**config.mk**
```make
export PLATFORM = sky130hd
export DESIGN_NAME = bus_arbiter_rr
export DESIGN_NICKNAME = d
export VERILOG_FILES = /design/src/rtl/bus_arbiter_rr_pkg.sv /design/src/rtl/bus_arbiter_rr_pick.sv /design/src/rtl/bus_arbiter_rr.sv
export SDC_FILE = /design/constraint.sdc
export NUM_CORES = 1
export LEC_CHECK = 0
export ABC_AREA = 1
export BUFFER_PORTS_ARGS = -buffer_cell sky130_fd_sc_hd__buf_2
export CAP_MARGIN = 20
export CORE_MARGIN = 4
export CORE_UTILIZATION = 55
export CTS_CLUSTER_DIAMETER = 80
export DETAILED_ROUTE_END_ITERATION = 12
export HOLD_SLACK_MARGIN = 0.05
export PLACE_DENSITY_LB_ADDON = 0.15
export SYNTH_ARGS = -nofsm -noshare
export SYNTH_HDL_FRONTEND = slang
export SYNTH_HIERARCHICAL = 1
export SYNTH_SLANG_ARGS = --single-unit
```
**constraint.sdc**
```tcl
create_clock -name clk -period 3.1 [get_ports clk]
set_clock_uncertainty 0.05 [all_clocks]
set_input_delay 0.155 -clock clk [delete_from_list [all_inputs] [get_ports clk]]
set_output_delay 0.155 -clock clk [all_outputs]
set_load 0.01 [all_outputs]
```
**src/rtl/bus_arbiter_rr_pkg.sv**
```systemverilog
// Shared definitions for the system bus arbiter: state encoding, default sizing
// and the one-hot helper used to form grant vectors.
package bus_arbiter_rr_pkg;

  localparam int DEFAULT_N       = 8;
  localparam int DEFAULT_TIMEOUT = 64;
  localparam int DEFAULT_IDW     = 3;

  localparam int MAX_N   = 16;
  localparam int MAX_IDW = 4;

  typedef enum logic [1:0] {
    ST_IDLE  = 2'd0,
    ST_GRANT = 2'd1,
    ST_TURN  = 2'd2
  } bus_state_e;

  // Widest one-hot vector; callers cast it down to their own master count.
  function automatic logic [MAX_N-1:0] onehot(input logic [MAX_IDW-1:0] idx);
    logic [MAX_N-1:0] v;
    v      = '0;
    v[idx] = 1'b1;
    return v;
  endfunction

endpackage

```
**src/rtl/bus_arbiter_rr_pick.sv**
```systemverilog
// Find-first-set over the request vector, starting at ptr and wrapping from
// N-1 back to 0. With ptr tied to zero it degenerates to lowest-index-wins.
module bus_arbiter_rr_pick
  import bus_arbiter_rr_pkg::*;
#(
  parameter int N   = DEFAULT_N,
  parameter int IDW = DEFAULT_IDW
) (
  input  logic [N-1:0]   req,
  input  logic [IDW-1:0] ptr,
  output logic           valid,
  output logic [IDW-1:0] idx
);

  localparam logic [IDW:0] N_W = (IDW + 1)'(N);

  logic [IDW:0] pos;

  // NOTE: every variable driven here gets a default before any branch, so no
  // path leaves a value unassigned and no latch is inferred.
  always_comb begin
    valid = 1'b0;
    idx   = '0;
    pos   = '0;
    // Walk from the farthest offset down so the nearest hit to ptr wins.
    for (int k = N - 1; k >= 0; k--) begin
      pos = {1'b0, ptr} + (IDW + 1)'(k);
      if (pos >= N_W) pos = pos - N_W;
      if (req[pos[IDW-1:0]]) begin
        valid = 1'b1;
        idx   = pos[IDW-1:0];
      end
    end
  end

endmodule

```
**src/rtl/bus_arbiter_rr.sv**
```systemverilog
// System bus arbiter: one grant held for a whole transfer, a dead turn-around
// cycle between owners, and a watchdog that aborts a grant on a silent slave.
module bus_arbiter_rr
  import bus_arbiter_rr_pkg::*;
#(
  parameter int N       = DEFAULT_N,
  parameter int RR_MODE = 1,
  parameter int TIMEOUT = DEFAULT_TIMEOUT,
  parameter int IDW     = DEFAULT_IDW
) (
  input  logic           clk,
  input  logic           clr,
  input  logic [N-1:0]   DMA,
  input  logic           BUS_ready,
  output logic [N-1:0]   grant,
  output logic           BUS_req,
  output logic [IDW-1:0] owner,
  output logic           bus_busy,
  output logic           bus_err
);

  localparam int              CW       = (TIMEOUT > 0) ? $clog2(TIMEOUT + 1) : 1;
  localparam logic [CW-1:0]   WD_LAST  = (TIMEOUT > 0) ? CW'(TIMEOUT - 1) : '0;
  localparam logic [IDW-1:0]  LAST_IDX = IDW'(N - 1);

  bus_state_e     state_q, state_d;
  logic [N-1:0]   grant_q, grant_d;
  logic [IDW-1:0] owner_q, owner_d;
  logic [IDW-1:0] ptr_q, ptr_d;
  logic [CW-1:0]  wd_q, wd_d;
  logic           busy_q, busy_d;
  logic           err_q, err_d;

  logic [IDW-1:0] pick_ptr;
  logic           pick_valid;
  logic [IDW-1:0] pick_idx;
  logic           owner_req;
  logic           wd_expire;
  logic [IDW-1:0] ptr_next;

  // Fixed priority is the same search anchored permanently at master 0.
  assign pick_ptr = (RR_MODE != 0) ? ptr_q : '0;

  bus_arbiter_rr_pick #(
    .N   (N),
    .IDW (IDW)
  ) u_rr_pick (
    .req   (DMA),
    .ptr   (pick_ptr),
    .valid (pick_valid),
    .idx   (pick_idx)
  );

  assign owner_req = DMA[owner_q];
  assign wd_expire = (TIMEOUT > 0) && !BUS_ready && (wd_q == WD_LAST);
  assign ptr_next  = (owner_q == LAST_IDX) ? '0 : owner_q + 1'b1;

  always_comb begin
    state_d = state_q;
    grant_d = grant_q;
    owner_d = owner_q;
    ptr_d   = ptr_q;
    wd_d    = wd_q;
    err_d   = 1'b0;

    case (state_q)
      ST_IDLE: begin
        if (pick_valid) begin
          state_d = ST_GRANT;
          grant_d = N'(onehot(MAX_IDW'(pick_idx)));
          owner_d = pick_idx;
          wd_d    = '0;
        end
      end

      ST_GRANT: begin
        // An abort coinciding with the owner's release is still one abort.
        if (wd_expire || !owner_req) begin
          state_d = ST_TURN;
          grant_d = '0;
          ptr_d   = ptr_next;
          err_d   = wd_expire;
        end else if (BUS_ready) begin
          wd_d = '0;
        end else begin
          wd_d = (TIMEOUT > 0) ? wd_q + 1'b1 : '0;
        end
      end

      ST_TURN: begin
        state_d = ST_IDLE;
      end

      default: begin
        state_d = ST_IDLE;
        grant_d = '0;
      end
    endcase

    busy_d = (state_d != ST_IDLE);
  end

  // NOTE: state registers use non-blocking assignments so every flop samples
  // the pre-edge values, independent of statement order.
  always_ff @(posedge clk) begin
    if (clr) begin
      state_q <= ST_IDLE;
      grant_q <= '0;
      owner_q <= '0;
      ptr_q   <= '0;
      wd_q    <= '0;
      busy_q  <= 1'b0;
      err_q   <= 1'b0;
    end else begin
      state_q <= state_d;
      grant_q <= grant_d;
      owner_q <= owner_d;
      ptr_q   <= ptr_d;
      wd_q    <= wd_d;
      busy_q  <= busy_d;
      err_q   <= err_d;
    end
  end

  assign grant    = grant_q;
  assign BUS_req  = |grant_q;
  assign owner    = owner_q;
  assign bus_busy = busy_q;
  assign bus_err  = err_q;

endmodule

```
After elaboration in Yosys (flattened, before gate mapping)

Cells that the tools add are included.

Order comparisons: 19
Reductions and logical operators: 14
Mux-type cells: 55
Add/sub/neg operators: 17
Bitwise operators: 3
Eq/ne operators: 7

Operators by type and width:

| cell                                                                                | number |
|---|---|
| 3-bit two-way mux                                                                   | 17 |
| 3-bit by 4-bit < comparator with 1-bit output, second input constant                | 9 |
| 4-bit greater-or-equal comparator, second input constant                            | 7 |
| 1-bit binary-select mux with 3-bit select                                           | 9 |
| 8-bit one-hot mux with 3 select lines                                               | 1 |
| 3-bit by 1-bit subtractor with 3-bit output, second input constant                  | 8 |
| 7-bit two-way mux                                                                   | 3 |
| 1-bit two-way mux                                                                   | 18 |
| 3-bit by 3-bit adder with 4-bit output, second input constant                       | 4 |
| 8-bit two-way mux                                                                   | 2 |
| 7-bit one-hot mux with 2 select lines                                               | 1 |
| 3-bit by 2-bit adder with 4-bit output, second input constant                       | 2 |
| 8-bit OR reduction                                                                  | 1 |
| 7-bit by 1-bit adder with 7-bit output, second input constant                       | 1 |
| 7-bit by 6-bit equality test with 1-bit output, second input constant               | 1 |
| 2-bit inequality test, second input constant                                        | 3 |
| 3-bit AND reduction                                                                 | 2 |
| 3-bit by 5-bit < comparator with 1-bit output, second input constant                | 1 |
| 3-bit by 1-bit adder with 4-bit output, second input constant                       | 1 |
| 3-bit by 4-bit greater-or-equal comparator with 1-bit output, second input constant | 1 |
| 2-bit two-way mux                                                                   | 2 |
| 2-bit one-hot mux with 2 select lines                                               | 1 |
| 2-bit AND reduction                                                                 | 2 |
| 2-bit nonzero test                                                                  | 2 |
| other kinds (12)                                                                    | 16 |

Flip-flop bits (word level): 25
Word-level logic and storage cells: 122
Input bits: 11
Output and inout port bits: 14

Longest topological paths before layout

Depth in word-level cells: 19
Gate-level depth with buffers: 22
Mapped depth without buffers: 21

By module

The synthesis kept the hierarchy.

By module, submodules not included:

| module              | area each (um^2) | cells each | instances |
|---|---|---|---|
| bus_arbiter_rr      | 1338.8           | 189        | 1 |
| bus_arbiter_rr_pick | 739.5            | 122        | 1 |

Worst setup path after synthesis

No wires, ideal clock.

Path type: reg2reg
Start point: register ptr_q[0], in the netlist pick_ptr[0]
End point: register grant_q[5], in the netlist grant[5]
Cell stages (with the launch flop): 21
Arrival time: 2369 ps
Library setup time: 62 ps
Path slack: 620 ps
Cell sequence: dfxtp_1 > buf_6 > inv_8 > ha_1 > buf_4 > inv_2 > nand3_2 > and2_4 > nand2_4 > nand2_4 > nor2_4 > inv_2 > o21ai_2 > nand2_1 > o21ai_1 > inv_1 > nor2_1 > nand3_1 > nand3_1 > nand2_1 > nor2_2

Word-level cells in the longest chain between the ends: 19
Elaborated cells on any way between the ends: 72
Those cells by class: add/sub (15); order compare (10); eq/ne (1); mux (44); reduce/logical (2)

RTL lines:

| what                                                                                                                                                | line                      | RTL |
|---|---|---|
| from (decl)                                                                                                                                         | bus_arbiter_rr.sv:29      | `logic [IDW-1:0] ptr_q, ptr_d;` |
| from (signal assigned)                                                                                                                              | bus_arbiter_rr.sv:118     | `ptr_q <= ptr_d;` |
| 3-bit by 3-bit adder with 4-bit output                                                                                                              | bus_arbiter_rr_pick.sv:27 | `pos = {1'b0, ptr} + (IDW + 1)'(k);` |
| 4-bit greater-or-equal comparator or 3-bit by 1-bit subtractor with 3-bit output (tied branches)                                                    | bus_arbiter_rr_pick.sv:28 | `if (pos >= N_W) pos = pos - N_W;` |
| 3-bit two-way mux                                                                                                                                   | bus_arbiter_rr_pick.sv:28 |  |
| 1-bit binary-select mux with 3-bit select                                                                                                           | bus_arbiter_rr_pick.sv:29 | `if (req[pos[IDW-1:0]]) begin` |
| 1-bit two-way mux (implied by the code)                                                                                                             | bus_arbiter_rr_pick.sv:29 |  |
| 3-bit two-way mux (7 in a row)                                                                                                                      | bus_arbiter_rr_pick.sv:29 |  |
| 3-bit two-way mux (*)                                                                                                                               | bus_arbiter_rr_pick.sv:29 |  |
| net pick_idx[0]                                                                                                                                     | bus_arbiter_rr.sv:36      | `logic [IDW-1:0] pick_idx;` |
| 3-bit by 5-bit < comparator with 1-bit output (implied by the code) or 3-bit by 1-bit greater-or-equal comparator with 1-bit output (tied branches) | bus_arbiter_rr_pkg.sv:22  | `v[idx] = 1'b1;` |
| 1-bit logical AND (implied by the code)                                                                                                             | bus_arbiter_rr_pkg.sv:22  |  |
| 1-bit two-way mux (implied by the code)                                                                                                             | bus_arbiter_rr_pkg.sv:22  |  |
| 1-bit demux with 3-bit select (*)                                                                                                                   | bus_arbiter_rr_pkg.sv:22  |  |
| 8-bit two-way mux (*)                                                                                                                               | bus_arbiter_rr.sv:68      | `if (pick_valid) begin` |
| 8-bit one-hot mux with 3 select lines (*)                                                                                                           | bus_arbiter_rr.sv:66      | `case (state_q)` |
| to (signal assigned)                                                                                                                                | bus_arbiter_rr.sv:116     | `grant_q <= grant_d;` |
| to (decl)                                                                                                                                           | bus_arbiter_rr.sv:27      | `logic [N-1:0] grant_q, grant_d;` |

The timed path passes the listed nets; every way through them passes the cells marked *. The select of a mux whose other input is x is not followed.
A chain may end at the register's enable or synchronous reset.

Worst setup path after layout

Same ends and word-level chain as after synthesis.

==> results.ini <==
[clock_network]
cts_buffers = 3
path_clk_slew_ns = 0.09
cts_hold_buf = 0
clock_latency_ns = 0.27
cts_root_buf = clkbuf_8
cts_max_level = 1
cts_resized = 0
tritoncts = yes
post_cts_buffers = 0
cts_sinks = 25
clk_path_buf_depth = 2

[logic_synthesis]
synth_edf_count = 0
yosysTopAreaCell = dfxtp_1
synth_ff_type = dfxtp_1
synth.top_cell.area_share = 0.2408
syn_inst = 311
synth.distinct_cells = 33
yosysMostFrequentCell = nand2_1
synth_fp_nets = 327
synth_seq_cells = 25
yosys-top-cells-area = dfxtp_1 24%, nand2_1 15%, nand3_1 12%
yosys-top-cells-count = 84 x nand2_1, 48 x nand3_1, 25 x dfxtp_1, 25 x inv_1, 20 x nor2_1
async_reset_ff_frac = 0
yosys_warnings = 6
ys_seq_area_frac = 0.2408
synth.avg_cell_area_um2 = 6.682
syn-cell-area_um2 = 2078

[sta]
slew_headroom = 0.6577
max_freq_mhz = 360.0
rsz0062_at_grt = false
final-hold-violation-count = 0
tightest_slew_ns = 0.5127
timing.final.crit_share = 0.8960
report.final.slew_viol_count = 0
setup_violations = 0
tns_ns = 0
layout_min_cycle_time_ns = 2.778

[power_and_ir_drop]
comb_power_share = 0.703
p_leak_uw = 0.001108
power.density_nw_per_um2 = 1019
internal_power_uw = 1057
switching_share = 0.5393
seq_power_share = 0.212
p_clk_frac = 0.085
power_uw = 2295
ir_drop_v = 0.0004913
p_switching_uw = 1238

[layout]
nNetsFinal = 351
antenna_cells = 0
drive_gt1_frac = 0.2874
nFillCells = 349
syn_to_final_growth_pct = 8.429
utilization = 0.6155
finalInstanceArea_um2 = 2253

[placed_design]
dp_hpwl_mm = 3.640
port-buffer-count = 24
placed_cell_area_um2 = 2208
gp_congestion = 0.9568

[run]
drv_cap = 0

[setup_path]
r2r_cells = 17
arrival_ns = 2.94
path_class = reg -> reg
cp-end-kind = register
start_kind = register
critPathLaunch = pick_ptr[0]
r2r-end = grant[5]
reg2reg_slack_ns = 0.32
crit_required_ns = 3.27
cp_max_fo = 10
endpoint = grant[5]
r2r_start = pick_ptr[0]

[die]
io_pins = 25
dieArea_um2 = 4826
core_region_area_um2 = 3661
die_y_um = 69.47
rows = 22
die_x_um = 69.47
start_util = 0.5677

[global_route]
grt_max_degree = 18
antenna_found_initial = 0
grt_usage = 0.1956
first_global_vias = 1764
grt_pass1_wl_mm = 7.866
overflow = 0

[drt]
wl_mm = 4.458
routed-via-count = 1986
drtIter0Drc = 194
wl_per_cell_um = 11.67
drtAntennaViolNets = 0
drt-pass1-iter-count = 4
drc = 0
vias_per_cell = 5.199

[hold_path]
hold_path.class = in -> reg

[outcome]
status = completed

-- registers in the layout, summed over array words and instances, names as in the netlist --
signal,cells
bus_busy,1
bus_err,1
grant,8
owner,3
pick_ptr,3
state_q,2
wd_q,7
-- critical path: stages (launching register included) --
cell	delay [ns]
dfxtp_1	0.43
inv_8	0.08
ha_1	0.43
inv_2	0.16
nand3_2	0.12
nand3_2	0.13
nand2_2	0.10
nor2_4	0.14
inv_2	0.04
o21ai_2	0.16
nand2_1	0.06
o21ai_1	0.14
inv_1	0.07
nor2_1	0.22
nand3_1	0.12
nand3_1	0.10
nand2_1	0.07
nor2_2	0.10
-- cells in the final DEF (no fill, tap or decap), types with 2 or more instances in the layout --
master	n
nand2_1	84
nand3_1	48
inv_1	25
dfxtp_1	25
buf_2	24
nor2_1	20
nor2_2	16
nand3_2	15
a21oi_1	14
nand2_2	13
inv_2	7
nor4_1	5
ha_1	5
nand2_4	4
nor2_4	3
o21ai_0	3
clkbuf_8	3
inv_8	2
xor2_1	2
buf_4	2
-- layout make-up --
cell class	instances	area, um^2	area share
Clock buffer	4	45.04	0.01999
Inverter	35	148.9	0.06607
Multi-Input combinational cell	244	1364	0.6052
Sequential cell	25	500.5	0.2221
Tap cell	48	60.06	0.02665
Timing Repair Buffer	26	135.1	0.05997
-- routing by layer --
metal,vias up,share of wire,GRT usage
met3,4,0.055,0.04058
li1,1058,-,-
met5,-,0,0
met4,0,0.0056,0.04338
met1,877,0.48,0.2805
met2,47,0.46,0.3008
-- worst min path at each step --
stage | slack, ns | depth (start not counted) | start | endpoint
4_1_cts | 0.13 | 2 | clr | wd_q[3]
3_5_place_dp | 0.42 | 2 | wd_q[1] | wd_q[1]
5_1_grt | 0.15 | 2 | clr | wd_q[3]
3_3_place_gp | 0.41 | 2 | wd_q[1] | wd_q[1]
2_1_floorplan | 0.28 | 3 | BUS_ready | wd_q[3]
6_report | 0.14 | 2 | clr | pick_ptr[2]
-- metrics by stage --
step | hold slack [ns] | worst slack (ns) | std cells
detailed placement | 0.4185 | 0.3500 | 378
global route | 0.1490 | 0.06717 | 382
global placement | 0.4102 | 0.3898 | 378
CTS | 0.1301 | 0.3147 | 382
floorplan | 0.2827 | 0.6196 | 311
finish | 0.1359 | 0.3225 | 382
-- cells by family after synthesis --
| group | share of synthesized area |
|---|---|
| compound gates | 0.06020 |
| xor+xnor | 0.02589 |
| fa+ha+maj | 0.03010 |
| buf+inv | 0.1029 |
| flops | 0.2408 |
| simple gates | 0.5400 |
-- power groups by stage --
| stage | clock network (uW) | registers [uW] | logic [uW] |
|---|---|---|---|
| after floorplan | 0 | 498 | 1310 |
| after global placement | 0 | 493 | 1600 |
| after detailed placement | 0 | 493 | 1610 |
| after CTS | 198 | 486 | 1620 |
| after global routing | 210 | 497 | 1830 |
| final | 195 | 486 | 1610 |
Power figures use the tool's default switching activity.
